### src/rtl/full_control_pkg.sv
// Shared widths, epoch default and the voltage-level to issue-budget table.
package full_control_pkg;

  localparam int VOLT_W            = 8;
  localparam int ISSUE_W           = 5;
  localparam int LEVEL_W           = 3;
  localparam int EPOCH_LEN_DEFAULT = 16;

  typedef logic [VOLT_W-1:0]  volt_t;
  typedef logic [ISSUE_W-1:0] issue_t;
  typedef logic [LEVEL_W-1:0] level_t;

  // The top level saturates at 31 because 32 does not fit in the 5-bit count.
  localparam issue_t BUDGET_TABLE [0:7] = '{
    5'd4, 5'd8, 5'd12, 5'd16, 5'd20, 5'd24, 5'd28, 5'd31
  };

endpackage

### src/rtl/budget_lut.sv
// Combinational map from supply-voltage level to per-epoch issue budget.
module budget_lut
  import full_control_pkg::*;
(
  input  logic [LEVEL_W-1:0] level,
  output logic [ISSUE_W-1:0] budget
);

  assign budget = BUDGET_TABLE[level];

endmodule

### src/rtl/full_control_system.sv
// Per-epoch issue budget for SM1: reloads from voltage at each epoch boundary, then
// counts down by issued instructions, saturating at 0. Output is a flop, one-cycle latency.
module full_control_system
  import full_control_pkg::*;
#(
  parameter int EPOCH_LEN = EPOCH_LEN_DEFAULT
) (
  input  logic               clk_sm,
  input  logic               rst_n,
  input  logic [VOLT_W-1:0]  SM1_voltage,
  input  logic [ISSUE_W-1:0] SM1_issued_this_cycle,
  output logic [ISSUE_W-1:0] SM1_remaining
);

  localparam int EW = (EPOCH_LEN > 1) ? $clog2(EPOCH_LEN) : 1;
  localparam logic [EW-1:0] LAST = EW'(EPOCH_LEN - 1);

  logic [EW-1:0]      epoch_cnt;
  logic [VOLT_W-1:0]  v_reg;
  logic               boundary;
  logic [LEVEL_W-1:0] level;
  logic [ISSUE_W-1:0] budget;
  logic [ISSUE_W-1:0] base;
  logic [ISSUE_W:0]   diff;
  logic [ISSUE_W-1:0] remaining_next;
  logic               unused_vlow;

  assign boundary = (epoch_cnt == '0);

  // Outside a boundary the looked-up budget is ignored, so steer the LUT from the held sample.
  assign level = boundary ? SM1_voltage[VOLT_W-1 -: LEVEL_W] : v_reg[VOLT_W-1 -: LEVEL_W];
  assign unused_vlow = ^v_reg[VOLT_W-LEVEL_W-1:0];

  budget_lut u_budget_lut (
    .level  (level),
    .budget (budget)
  );

  // One extra bit acts as the borrow; a set MSB means the subtraction went negative.
  assign base           = boundary ? budget : SM1_remaining;
  assign diff           = {1'b0, base} - {1'b0, SM1_issued_this_cycle};
  assign remaining_next = diff[ISSUE_W] ? '0 : diff[ISSUE_W-1:0];

  always_ff @(posedge clk_sm or negedge rst_n) begin
    if (!rst_n) begin
      epoch_cnt     <= '0;
      v_reg         <= '0;
      SM1_remaining <= '0;
    end else begin
      epoch_cnt     <= (epoch_cnt == LAST) ? '0 : epoch_cnt + 1'b1;
      SM1_remaining <= remaining_next;
      if (boundary) begin
        v_reg <= SM1_voltage;
      end
    end
  end

endmodule

### config.mk
export PLATFORM = sky130hd
export DESIGN_NAME = full_control_system
export DESIGN_NICKNAME = d
export VERILOG_FILES = /design/src/rtl/full_control_pkg.sv /design/src/rtl/budget_lut.sv /design/src/rtl/full_control_system.sv
export SDC_FILE = /design/constraint.sdc
export NUM_CORES = 1
export LEC_CHECK = 0
export BUFFER_PORTS_ARGS = -buffer_cell sky130_fd_sc_hd__buf_4
export CORE_UTILIZATION = 45
export CTS_BUF_LIST = sky130_fd_sc_hd__clkbuf_4
export CTS_CLUSTER_DIAMETER = 60
export DETAILED_ROUTE_END_ITERATION = 10
export PLACE_DENSITY = 0.7
export SLEW_MARGIN = 10
export SYNTH_ARGS = -nofsm -noshare
export SYNTH_HDL_FRONTEND = slang
export SYNTH_HIERARCHICAL = 1
export SYNTH_SLANG_ARGS = --single-unit
### constraint.sdc
create_clock -name clk_sm -period 7.7 [get_ports clk_sm]
set_input_delay 0.385 -clock clk_sm [delete_from_list [all_inputs] [get_ports clk_sm]]
set_output_delay 0.385 -clock clk_sm [all_outputs]
set_load 0.02 [all_outputs]
== Yosys cells after proc, flatten, opt, wreduce, memory -nomap -nowiden ==
Memories as Yosys holds them, arrays and structs flattened.
Index checks and enable logic that the tools add are counted.

* Order comparisons: 1
* Reductions and logical operators: 1
* Add/subtract/negate cells: 2
* Divide/modulo/power cells: 0
* Muxes and demuxes: 6
* Shift-type cells: 0
* Multipliers: 0
* Bitwise operators: 1
* Equal/unequal tests: 1

{| class="wikitable"
|+ Operators with widths
! kind !! number
|-
| $mux W5 || 4
|-
| $sub A5 B5 Y6 || 1
|-
| $add A4 B1 Y4 const B || 1
|-
| $eq A4 B4 Y1 const B || 1
|-
| $ge A4 B4 Y1 const B || 1
|-
| $logic_not A4 Y1 || 1
|-
| $mux W4 || 1
|-
| $not A3 Y4 || 1
|-
| $mux W3 || 1
|}

* Bits in latches: 0
* Logic and storage cells: 16
* Memories kept: 1
* RAM bits: 0
* Bits of input ports: 15
* ROM bits: 40
* Bits in registers: 17
* Output and inout bits: 5

{| class="wikitable"
|+ Memories
! name !! depth !! width !! rd ports !! clocked after Yosys merged registers in !! wr ports !! line !! RTL
|-
| (name not given) || 8 || 5 || 1 || 0 || 0 || budget_lut.sv:9 || <nowiki>assign budget = BUDGET_TABLE[level];</nowiki>
|}

== Logic depth before layout (Yosys ltp) ==
Gate-level depths: netlist of run 1.

* Depth after elaboration: 9
* Mapped depth: 14

== Cells and area by module ==
The synthesis of run 1 kept the hierarchy.

{| class="wikitable"
|+ Modules (own cells, without submodules)
! module !! sequential area each (sq um) !! times used !! area each (sq um) !! cells each
|-
| full_control_system || 300.3 || 1 || 689.4 || 61
|-
| budget_lut || 0.0 || 1 || 90.1 || 11
|}

== Worst setup path after synthesis of run 1 ==
No wires, ideal clock.

* Path type: flip-flop to flip-flop
* Start point: reg epoch_cnt[0]
* End point: reg SM1_remaining[1]
* Arrival time: 3082 ps
* Cell stages (with the launch flop): 14
* Setup time: 134 ps
* Path slack: 4484 ps
* Clock period less this slack: 3216 ps
* Path buffers: 1
* Cell sequence: dfrtp_1 inv_1 ha_1 nor3b_4 mux2_2 ha_1 and2_2 buf_4 mux2_2 ha_1 nor2b_1 o31a_1 nor3_1 nor3b_1

* Longest elaborated chain between the ends: 9

{| class="wikitable"
|+ RTL lines
! item !! line !! RTL
|-
| from (decl) || full_control_system.sv:18 || <nowiki>logic [EW-1:0] epoch_cnt;</nowiki>
|-
| from (signal assigned) || full_control_system.sv:50 || <nowiki>epoch_cnt <= (epoch_cnt == LAST) ? '0 : epoch_cnt + 1'b1;</nowiki>
|-
| $logic_not A4 Y1 || full_control_system.sv:28 || <nowiki>assign boundary = (epoch_cnt == '0);</nowiki>
|-
| $mux W3 || full_control_system.sv:31 || <nowiki>assign level = boundary ? SM1_voltage[VOLT_W-1 -: LEVEL_W] : v_reg[VOLT_W-1 -: LEVEL_W];</nowiki>
|-
| net level[0] || full_control_system.sv:21 || <nowiki>logic [LEVEL_W-1:0] level;</nowiki>
|-
| $not A3 Y4 (implied by the code) || budget_lut.sv:9 ||
|-
| $mem_v2 Z8 W5 || n/a ||
|-
| $mux W5 (implied by the code) (2 in a row) || budget_lut.sv:9 ||
|-
| net budget[0] || full_control_system.sv:22 || <nowiki>logic [ISSUE_W-1:0] budget;</nowiki>
|-
| $mux W5 || full_control_system.sv:40 || <nowiki>assign base = boundary ? budget : SM1_remaining;</nowiki>
|-
| $sub A5 B5 Y6 || full_control_system.sv:41 || <nowiki>assign diff = {1'b0, base} - {1'b0, SM1_issued_this_cycle};</nowiki>
|-
| $mux W5 || full_control_system.sv:42 || <nowiki>assign remaining_next = diff[ISSUE_W] ? '0 : diff[ISSUE_W-1:0];</nowiki>
|-
| net remaining_next[1] || full_control_system.sv:25 || <nowiki>logic [ISSUE_W-1:0] remaining_next;</nowiki>
|-
| to (signal assigned) || full_control_system.sv:51 || <nowiki>SM1_remaining <= remaining_next;</nowiki>
|-
| to (decl) || full_control_system.sv:12 || <nowiki>output logic [ISSUE_W-1:0] SM1_remaining</nowiki>
|}

The timed path passes the listed nets, and every way through them passes these cells. The select of a mux whose other input is x is not followed.
A chain may end at the register's enable or synchronous reset.

== Final worst setup path of run 1 ==
* Start point: reg epoch_cnt[0]
* End point: reg SM1_remaining[4]

Same word-level chain as after synthesis.

==> results of run 1 <==
layout by cell type (no fill, tap or decap), drive strengths merged, types with 2 or more instances in the layout:
cell / count
a21oi: 3
buf: 14
clkbuf: 3
dfrtp: 12
ha: 10
inv: 12
mux2: 7
mux2i: 3
nor2: 2
nor3: 3
nor3b: 2
o21ai: 3
worst max-delay path, delay by kind of cell, from the launching register on:
kind | cells | cell delay, ns
compound gates | 4 | 0.62
fa+ha+maj | 4 | 0.96
buf+inv | 2 | 0.15
flops | 1 | 0.42
mux | 2 | 0.57
simple gates | 2 | 0.63
routing by layer:
| layer | vias up | share of wire |
|---|---|---|
| met5 | - | 0 |
| met4 | 0 | 0 |
| met3 | 0 | 0.032 |
| met2 | 10 | 0.53 |
| met1 | 265 | 0.44 |
| li1 | 281 | - |
metrics by stage:
step / total power, W / area (um^2)
after floorplan: 0.000105 / 779
final: 0.000160 / 933
after global placement: 0.000119 / 897
after detailed placement: 0.000121 / 897
after global routing: 0.000172 / 933
after CTS: 0.000162 / 933
cells by family after synthesis:
family	synth area share
buf+inv	0.0674
fa+ha+maj	0.186
mux	0.140
flops	0.385
compound gates	0.106
xor+xnor	0.0225
simple gates	0.0931
area by class of cell:
type / count / area [um^2] / area share
clock inverter: 1 / 3.75 / 0.00402
multi-input combinational: 47 / 427 / 0.457
inverter: 12 / 45.0 / 0.0483
timing repair buffer: 15 / 115 / 0.123
sequential: 12 / 300 / 0.322
clock buffer: 3 / 22.5 / 0.0241
tap: 16 / 20.0 / 0.0214
worst max path at each step:
stage | start | endpoint | slack [ns]
2_1_floorplan | epoch_cnt[0]$_DFF_PN0_ | SM1_remaining[1]$_DFF_PN0_ | 4.48
3_3_place_gp | epoch_cnt[0]$_DFF_PN0_ | SM1_remaining[1]$_DFF_PN0_ | 4.33
3_5_place_dp | epoch_cnt[0]$_DFF_PN0_ | SM1_remaining[4]$_DFF_PN0_ | 4.26
4_1_cts | epoch_cnt[0]$_DFF_PN0_ | SM1_remaining[4]$_DFF_PN0_ | 4.23
5_1_grt | epoch_cnt[0]$_DFF_PN0_ | SM1_remaining[4]$_DFF_PN0_ | 3.99
6_report | epoch_cnt[0]$_DFF_PN0_ | SM1_remaining[4]$_DFF_PN0_ | 4.26
what timing repair did:
action                                  CTS  global route
setup buffers                             0             0
hold buffers                              1             0
endpoints found under the hold margin    12             0
endpoints found under the setup margin    0             0
resized for setup                         0             0
Yosys cell counts (all sizes together) (2+ instances only):
library cell,instances,area share
mux2i,3,0.039
mux2,7,0.10
inv,12,0.058
nor3b,2,0.034
a21oi,3,0.019
nor3,3,0.019
nor2,2,0.0096
o21ai,3,0.019
ha,10,0.16
dfrtp,12,0.39
power by group through the flow:
stage           logic, W  clock network, W  registers, W
3_3_place_gp   0.0000484                 0     0.0000707
6_report       0.0000505         0.0000396     0.0000696
3_5_place_dp   0.0000501                 0     0.0000710
2_1_floorplan  0.0000292                 0     0.0000753
4_1_cts        0.0000510         0.0000409     0.0000697
5_1_grt        0.0000578         0.0000440     0.0000702
==> impl_metrics.env, run 1 <==
export IMPL_layout_drive_gt1_share=0.289
export IMPL_yosys_warnings=6
export IMPL_cp_required_ns=7.89
export IMPL_h_tree_depth=1
export IMPL_vias=556
export IMPL_row_count=14
export IMPL_p_sw_w=0.0000491
export IMPL_power_density_mw_per_mm2=171
export IMPL_grt_max_degree=13
export IMPL_die_w_um=43.6
export IMPL_area_growth_pct=19.7
export IMPL_netlist_instances=72
export IMPL_hold_class="in2reg"
export IMPL_path_class="reg2reg"
export IMPL_start_kind="register"
export IMPL_r2r_start="epoch_cnt[0]$_DFF_PN0_"
export IMPL_pre_cts_ws_ns=4.26
export IMPL_dr_pass1_iters=7
export IMPL_hpwl_um=1070
export IMPL_holdWs_ns=0.385
export IMPL_fin_nets=117
export IMPL_fin_util=0.599
export IMPL_p_sw_frac=0.307
export IMPL_avgRoutedWirePerCell_um=13.1
export IMPL_syn_num_nets=98
export IMPL_grt_use_total=0.179
export IMPL_grt_busiest_layer="met2"
export IMPL_p_seq_frac=0.436
export IMPL_hold_viol=0
export IMPL_peakVddDrop_mv=0.0835
export IMPL_dp_cells=101
export IMPL_antenna_found_initial=0
export IMPL_grt_use_met2=0.310
export IMPL_hold_path_startpoint="SM1_issued_this_cycle[0]"
export IMPL_synth_edf_count=0
export IMPL_outcome="complete, but fails checks"
export IMPL_synthArstFlopShare=1.00
export IMPL_clk_latency_ns=0.27
export IMPL_timing_rr_end="SM1_remaining[4]$_DFF_PN0_"
export IMPL_viasPerCell=5.25
export IMPL_avgSynthCellArea_um2=10.8
export IMPL_cp_slowest_stage_delay_ns=0.44
export IMPL_violations="design-rule violations"
export IMPL_p_int_w=0.000111
export IMPL_cp_arrival_ns=3.63
export IMPL_fp_dieArea_mm2=0.00190
export IMPL_critPathMaxFanout=8
export IMPL_period_share=0.446
export IMPL_r2r_slack_ns=4.26
export IMPL_use_met1=0.203
export IMPL_pwr_share_clk=0.248
export IMPL_place_congestion=0.810
export IMPL_seq_area_frac_synth=0.385
export IMPL_use_met3=0.0417
export IMPL_crit_chain="inv_1 -> ha_1 -> nor3b_4 -> mux2_2 -> ha_1 -> and2_2 -> mux2i_1 -> ha_1 -> inv_1 -> fa_1 -> a21o_1 -> a21oi_1 -> o21ai_0 -> o22ai_1"
export IMPL_num_antenna_cells=0
export IMPL_drt_iter0_markers=6
export IMPL_maxCapViolations=0
export IMPL_worstMarginPinSlew_ns=0.465
export IMPL_clk_pin_slew_worst_paths_ns=0.08
export IMPL_pwr_share_comb=0.316
export IMPL_numPortBuffers=14
export IMPL_clkSinkCount=12
export IMPL_cts_tree="done"
export IMPL_cpMostUsedCell="ha_1"
export IMPL_clockRootBuffer="clkbuf_4"
export IMPL_synthesis_area_um2=779
export IMPL_grt_setup_unrepaired="false"
export IMPL_grt_pass1_vias=606
export IMPL_drtAntennaViolNets=0
export IMPL_hold_end="SM1_remaining[0]$_DFF_PN0_"
export IMPL_fill_cells=146
export IMPL_fmax_ghz=0.291
export IMPL_setup_tns_ns=0
export IMPL_rr_worst_depth=14
export IMPL_core_area_mm2=0.00156
export IMPL_fin_skew_ns=0.000539
export IMPL_wl_um=1390
export IMPL_grt_pass1_wl_um=2470
export IMPL_leakage_nw=0.483
export IMPL_initial_core_util=0.500
export IMPL_die_h_um=43.6
export IMPL_max_clock_path_buffers=2
export IMPL_synth_main_ff_cell="dfrtp_1"
export IMPL_largest_reg_flops=5
export IMPL_drc=2
export IMPL_final_cells=106
export IMPL_crit_path_top_delay_cell="mux2_2"
export IMPL_maxSlewViolCount=0
export IMPL_hold_depth=3
export IMPL_setup_viol=0
export IMPL_cts_buffers=3
export IMPL_worstSetupEndpointType="register"
export IMPL_pin_count=20
export IMPL_period_minus_slack_ns=3.44
export IMPL_synth_distinct_cells=26
export IMPL_ys_ff_latch=12
export IMPL_grt_overflow_total=0
export IMPL_fin_ws_ns=4.26
export IMPL_maxSlewHeadroom=0.690
(Power assumes the default switching activity.)
==> run 2, diff against run 1 <==
- PLACE_DENSITY: 0.7 -> 0.72
- clock period: 7.7 -> 2.9 ns (I/O delays scaled with it)
==> run 2 against run 1 <==
Against the previous run: the run ends with negative setup slack left; highest routed layer is now met4; critical path type unchanged; sequential power increased to 2.7 times the previous value; fmax increased by 18%; first-iteration DRC count increased by 67%; total power increased to 2.9 times the previous value; critical endpoint unchanged.
==> impl_metrics.env, run 2 (same netlist as run 1, synthesis figures left out) <==
export IMPL_fmax_ghz=0.343
export IMPL_layout_drive_gt1_share=0.524
export IMPL_dr_pass1_iters=4
export IMPL_numPortBuffers=14
export IMPL_row_count=14
export IMPL_clk_pin_slew_worst_paths_ns=0.08
export IMPL_hold_end="v_reg[6]$_DFFE_PN0P_"
export IMPL_place_congestion=0.756
export IMPL_final_cells=119
export IMPL_fp_dieArea_mm2=0.00190
export IMPL_fin_util=0.722
export IMPL_dp_cells=110
export IMPL_wl_um=1550
export IMPL_cts_buffers=3
export IMPL_vias=624
export IMPL_pwr_share_comb=0.377
export IMPL_clkSinkCount=12
export IMPL_grt_overflow_total=0
export IMPL_period_minus_slack_ns=2.92
export IMPL_outcome="complete, but fails checks"
export IMPL_num_antenna_cells=0
export IMPL_r2r_start="epoch_cnt[0]$_DFF_PN0_"
export IMPL_pwr_share_clk=0.231
export IMPL_hold_depth=2
export IMPL_clockRootBuffer="clkbuf_4"
export IMPL_grt_pass1_wl_um=2740
export IMPL_drt_iter0_markers=10
export IMPL_fin_nets=130
export IMPL_core_area_mm2=0.00156
export IMPL_power_density_mw_per_mm2=419
export IMPL_largest_reg_flops=5
export IMPL_worstSetupEndpointType="register"
export IMPL_leakage_nw=0.560
export IMPL_r2r_slack_ns=-0.02
export IMPL_maxSlewHeadroom=0.785
export IMPL_mostFrequentLayoutCells="buf_4 (27), dfrtp_1 (12), inv_1 (8)"
export IMPL_period_share=1.01
export IMPL_fill_cells=122
export IMPL_clk_latency_ns=0.27
export IMPL_timing_rr_end="SM1_remaining[4]$_DFF_PN0_"
export IMPL_cp_required_ns=3.10
export IMPL_rr_worst_depth=14
export IMPL_layout_commonest_cell="buf_4"
export IMPL_p_sw_frac=0.313
export IMPL_grt_setup_unrepaired="true"
export IMPL_maxCapViolations=0
export IMPL_cp_arrival_ns=3.11
export IMPL_drc=0
export IMPL_hold_viol=0
export IMPL_hold_class="in2reg"
export IMPL_grt_pass1_vias=677
export IMPL_path_class="reg2reg"
export IMPL_hold_path_startpoint="SM1_voltage[6]"
export IMPL_peakVddDrop_mv=0.275
export IMPL_initial_core_util=0.500
export IMPL_worstMarginPinSlew_ns=0.318
export IMPL_hpwl_um=1230
export IMPL_p_seq_frac=0.392
export IMPL_die_h_um=43.6
export IMPL_drtAntennaViolNets=0
export IMPL_area_growth_pct=44.3
export IMPL_p_total_w=0.000471
export IMPL_start_kind="register"
export IMPL_pin_count=20
export IMPL_h_tree_depth=1
export IMPL_p_sw_w=0.000148
export IMPL_violations="negative setup slack"
export IMPL_grt_use_total=0.206
export IMPL_die_w_um=43.6
export IMPL_grt_max_degree=13
export IMPL_setup_viol=4
export IMPL_avgRoutedWirePerCell_um=13.0
export IMPL_p_int_w=0.000323
export IMPL_critPathMaxFanout=4
export IMPL_fin_skew_ns=0.00589
export IMPL_maxSlewViolCount=0
export IMPL_fin_area_mm2=0.00112
export IMPL_viasPerCell=5.24
export IMPL_antenna_found_initial=0
export IMPL_fin_ws_ns=-0.0153
export IMPL_placed_area_mm2=0.00103
export IMPL_cts_tree="done"
export IMPL_max_clock_path_buffers=2
run 2: changes by cell type in the layout (fill, tap and decap cells not counted), moves of 4 or more:
| cell | change |
|---|---|
| inv_1 | -4 |
| inv_2 | +4 |
| ha_1 | -5 |
| buf_4 | +13 |
| ha_4 | +4 |
run 2: worst max-delay path by stage:
stage                                       from                    endpoint  slack (ns)  cells after the start
after global routing      epoch_cnt[0]$_DFF_PN0_  SM1_remaining[4]$_DFF_PN0_       -0.19                     14
after CTS                 epoch_cnt[0]$_DFF_PN0_  SM1_remaining[4]$_DFF_PN0_       -0.06                     14
after global placement    epoch_cnt[0]$_DFF_PN0_  SM1_remaining[4]$_DFF_PN0_       -0.05                     14
final                     epoch_cnt[0]$_DFF_PN0_  SM1_remaining[4]$_DFF_PN0_       -0.02                     14
after floorplan           epoch_cnt[0]$_DFF_PN0_  SM1_remaining[4]$_DFF_PN0_       -0.11                     13
after detailed placement  epoch_cnt[0]$_DFF_PN0_  SM1_remaining[4]$_DFF_PN0_       -0.12                     14
run 2: power groups by stage:
stage,clock network [W],registers (W),logic (W)
floorplan,0,0.000200,0.0000925
finish,0.000109,0.000185,0.000177
detailed placement,0,0.000188,0.000167
global route,0.000121,0.000186,0.000197
global placement,0,0.000188,0.000162
CTS,0.000111,0.000185,0.000176
run 2: per-layer routing:
layer	up-vias	global-route usage	routed length (um)	share of wire
li1	306	-	-	-
met1	302	0.188	555	0.36
met2	12	0.385	896	0.58
met3	4	0.0250	49	0.032
met4	0	0.194	49	0.032
met5	-	0	0	0
run 2: metrics by stage:
| stage | setup WS [ns] | TNS, ns | hold slack, ns |
|---|---|---|---|
| 2_1_floorplan | -0.110 | -0.328 | -0.151 |
| 3_3_place_gp | -0.0528 | -0.0528 | -0.00796 |
| 3_5_place_dp | -0.119 | -0.183 | -0.00687 |
| 4_1_cts | -0.0598 | -0.0879 | 0.147 |
| 5_1_grt | -0.189 | -0.629 | 0.144 |
| 6_report | -0.0153 | -0.0408 | 0.152 |
run 2: cell type report:
class	count	area [um^2]	area share
inverters	12	45.0	0.0400
flip-flops and latches	12	300	0.267
clock buffers	3	22.5	0.0200
multi-input cells	47	520	0.463
clock inverters	1	3.75	0.00334
well taps	16	20.0	0.0178
repair buffers	28	213	0.189
run 2: what timing repair did:
item / 4_1_cts / 5_1_grt
pin swaps: 3 / 1
hold buffers: 1 / 0
endpoints found under the hold margin: 12 / 0
setup buffers: 3 / 1
setup endpoints to repair: 4 / 5
gates resized for setup: 5 / 4
run 2: critical path: stages, from the launching register on:
cell and delay [ns]:
dfrtp_1 0.40, inv_2 0.09, ha_4 0.12, nor3b_4 0.28
mux2_4 0.37, ha_4 0.17, and2_4 0.15, mux2i_1 0.14
ha_2 0.21, inv_2 0.04, fa_2 0.33, a21o_1 0.17
a21oi_2 0.13, o21ai_1 0.08, o22ai_1 0.14
==> run 3, diff against run 2 <==
- CORE_UTILIZATION: 45 -> 35
- PLACE_DENSITY: 0.72 -> unset
==> run 3 against run 2 <==
Against the previous run: the flow still finishes with violations (negative setup slack); utilization decreased by 8.7 points; via count increased by 7.5%; total power decreased by 0.96%; global-route usage decreased by 1.8 points; sequential share of layout area decreased by 3.3 points; first-iteration DRC count decreased by 60%; largest power group unchanged.
==> impl_metrics.env, run 3 (same netlist as run 1, synthesis figures left out) <==
export IMPL_pin_count=20
export IMPL_grt_pass1_wl_um=3260
export IMPL_cp_required_ns=3.07
export IMPL_worstMarginPinSlew_ns=0.412
export IMPL_period_share=1.03
export IMPL_setup_tns_ns=-0.172
export IMPL_cts_tree="done"
export IMPL_initial_core_util=0.386
export IMPL_pre_cts_ws_ns=-0.106
export IMPL_grt_max_degree=13
export IMPL_clkSinkCount=12
export IMPL_hold_viol=0
export IMPL_pwr_share_comb=0.375
export IMPL_worstSetupEndpointType="register"
export IMPL_largest_reg_flops=5
export IMPL_use_met1=0.199
export IMPL_path_class="reg2reg"
export IMPL_mostFrequentLayoutCells="buf_4 (42), dfrtp_1 (12), inv_1 (9)"
export IMPL_peakVddDrop_mv=0.214
export IMPL_fin_area_mm2=0.00128
export IMPL_fp_dieArea_mm2=0.00242
export IMPL_maxSlewHeadroom=0.722
export IMPL_fin_skew_ns=0.000936
export IMPL_leakage_nw=0.656
export IMPL_fin_ws_ns=-0.101
export IMPL_critPathMaxFanout=2
export IMPL_vias=671
export IMPL_p_total_w=0.000466
export IMPL_cpMostUsedCell="buf_4"
export IMPL_final_seq_area_um2=300
export IMPL_p_sw_frac=0.305
export IMPL_max_clock_path_buffers=2
export IMPL_die_h_um=49.2
export IMPL_start_kind="register"
export IMPL_p_sw_w=0.000142
export IMPL_grt_busiest_layer="met2"
export IMPL_maxCapViolations=0
export IMPL_use_met3=0.0249
export IMPL_p_seq_frac=0.398
export IMPL_grt_use_total=0.188
export IMPL_drc=0
export IMPL_num_antenna_cells=0
export IMPL_drtAntennaViolNets=0
export IMPL_clockRootBuffer="clkbuf_4"
export IMPL_path_buf_inv=18
export IMPL_fmax_ghz=0.333
export IMPL_fin_util=0.634
export IMPL_antenna_found_initial=0
export IMPL_layout_commonest_cell="buf_4"
export IMPL_grt_setup_unrepaired="true"
export IMPL_violations="negative setup slack"
export IMPL_placed_area_mm2=0.00105
export IMPL_maxSlewViolCount=0
export IMPL_row_count=16
export IMPL_cpLargestDelayFamily="buffers and inverters"
export IMPL_clk_pin_slew_worst_paths_ns=0.07
export IMPL_setup_viol=3
export IMPL_dr_pass1_iters=4
export IMPL_core_area_mm2=0.00202
export IMPL_numPortBuffers=14
export IMPL_h_tree_depth=1
export IMPL_power_density_mw_per_mm2=364
export IMPL_viasPerCell=4.60
export IMPL_pwr_share_clk=0.227
export IMPL_fill_cells=157
export IMPL_cts_buffers=3
export IMPL_crit_chain="inv_2 -> buf_4 -> buf_4 -> buf_4 -> buf_4 -> buf_4 -> buf_4 -> buf_4 -> buf_4 -> buf_4 -> buf_4 -> buf_4 -> buf_4 -> buf_4 -> buf_4 -> buf_4 -> buf_4 -> buf_6 -> o41ai_4"
export IMPL_cp_slowest_stage_delay_ns=0.38
export IMPL_outcome="complete, but fails checks"
export IMPL_wl_um=1980
export IMPL_p_int_w=0.000324
export IMPL_hpwl_um=1100
export IMPL_multiInputGateArea_um2=541
export IMPL_layout_drive_gt1_share=0.580
export IMPL_clk_latency_ns=0.27
export IMPL_avgRoutedWirePerCell_um=13.6
export IMPL_drt_iter0_markers=4
export IMPL_area_growth_pct=64.5
export IMPL_die_w_um=49.2
export IMPL_grt_pass1_vias=701
export IMPL_place_congestion=0.724
export IMPL_period_minus_slack_ns=3.00
export IMPL_grt_use_met2=0.333
export IMPL_grt_overflow_total=0
export IMPL_fin_nets=146
export IMPL_hold_class="in2reg"
export IMPL_crit_path_top_delay_cell="dfrtp_1"
export IMPL_cp_arrival_ns=3.17
[run 3: cell types whose count changed in the layout (fill, tap and decap cells not counted), sizes merged]
cell  before  now
buf       27   43
[run 3: stage by stage]
| step | std cells | hold WS [ns] |
|---|---|---|
| 4_1_cts | 146 | 0.138 |
| 5_1_grt | 146 | 0.141 |
| 2_1_floorplan | 72 | -0.151 |
| 6_report | 146 | 0.143 |
| 3_5_place_dp | 122 | -0.00823 |
| 3_3_place_gp | 122 | -0.00813 |
[run 3: what timing repair did]
| action | 4_1_cts | 5_1_grt |
|---|---|---|
| pin swaps | 4 | 3 |
| buffers inserted | 19 | 1 |
| resized for setup | 6 | 6 |
| hold buffers | 1 | 0 |
| endpoints found under the setup margin | 4 | 5 |
| hold endpoints to repair | 12 | 0 |
| cloned | 0 | 0 |
[run 3: power by group through the flow]
stage	Combinational [W]	Sequential, W	Clock, W
floorplan	0.0000925	0.000200	0
global placement	0.000163	0.000188	0
CTS	0.000174	0.000185	0.000110
finish	0.000175	0.000185	0.000106
global route	0.000193	0.000188	0.000119
detailed placement	0.000166	0.000189	0
[run 3: final cells by class]
class | instances | share of cell area
Clock buffer | 3 | 0.0176
Clock inverter | 1 | 0.00293
Inverter | 12 | 0.0351
Multi-Input combinational cell | 47 | 0.421
Sequential cell | 12 | 0.234
Tap cell | 27 | 0.0263
Timing Repair Buffer | 44 | 0.262
[run 3: final timing paths]
| kind | startpoint | to | slack [ns] | depth (start not counted) |
|---|---|---|---|---|
| setup / recovery | epoch_cnt[0]$_DFF_PN0_ | epoch_cnt[3]$_DFF_PN0_ | -0.10 | 19 |
| hold / removal | SM1_voltage[6] | v_reg[6]$_DFFE_PN0P_ | 0.14 | 2 |
| setup reg to reg | epoch_cnt[0]$_DFF_PN0_ | epoch_cnt[3]$_DFF_PN0_ | -0.10 | 19 |
| hold reg to reg | v_reg[6]$_DFFE_PN0P_ | v_reg[6]$_DFFE_PN0P_ | 0.54 | 1 |
| max in group asynchronous | rst_n | v_reg[6]$_DFFE_PN0P_ | 2.51 | 2 |
| min in group asynchronous | rst_n | epoch_cnt[0]$_DFF_PN0_ | 0.24 | 2 |
[run 3: routing by layer]
layer,part of all wire,wire (um),vias up
li1,-,-,342
met1,0.42,842,308
met2,0.52,1040,14
met3,0.017,34,7
met4,0.034,67,0
met5,0,0,-
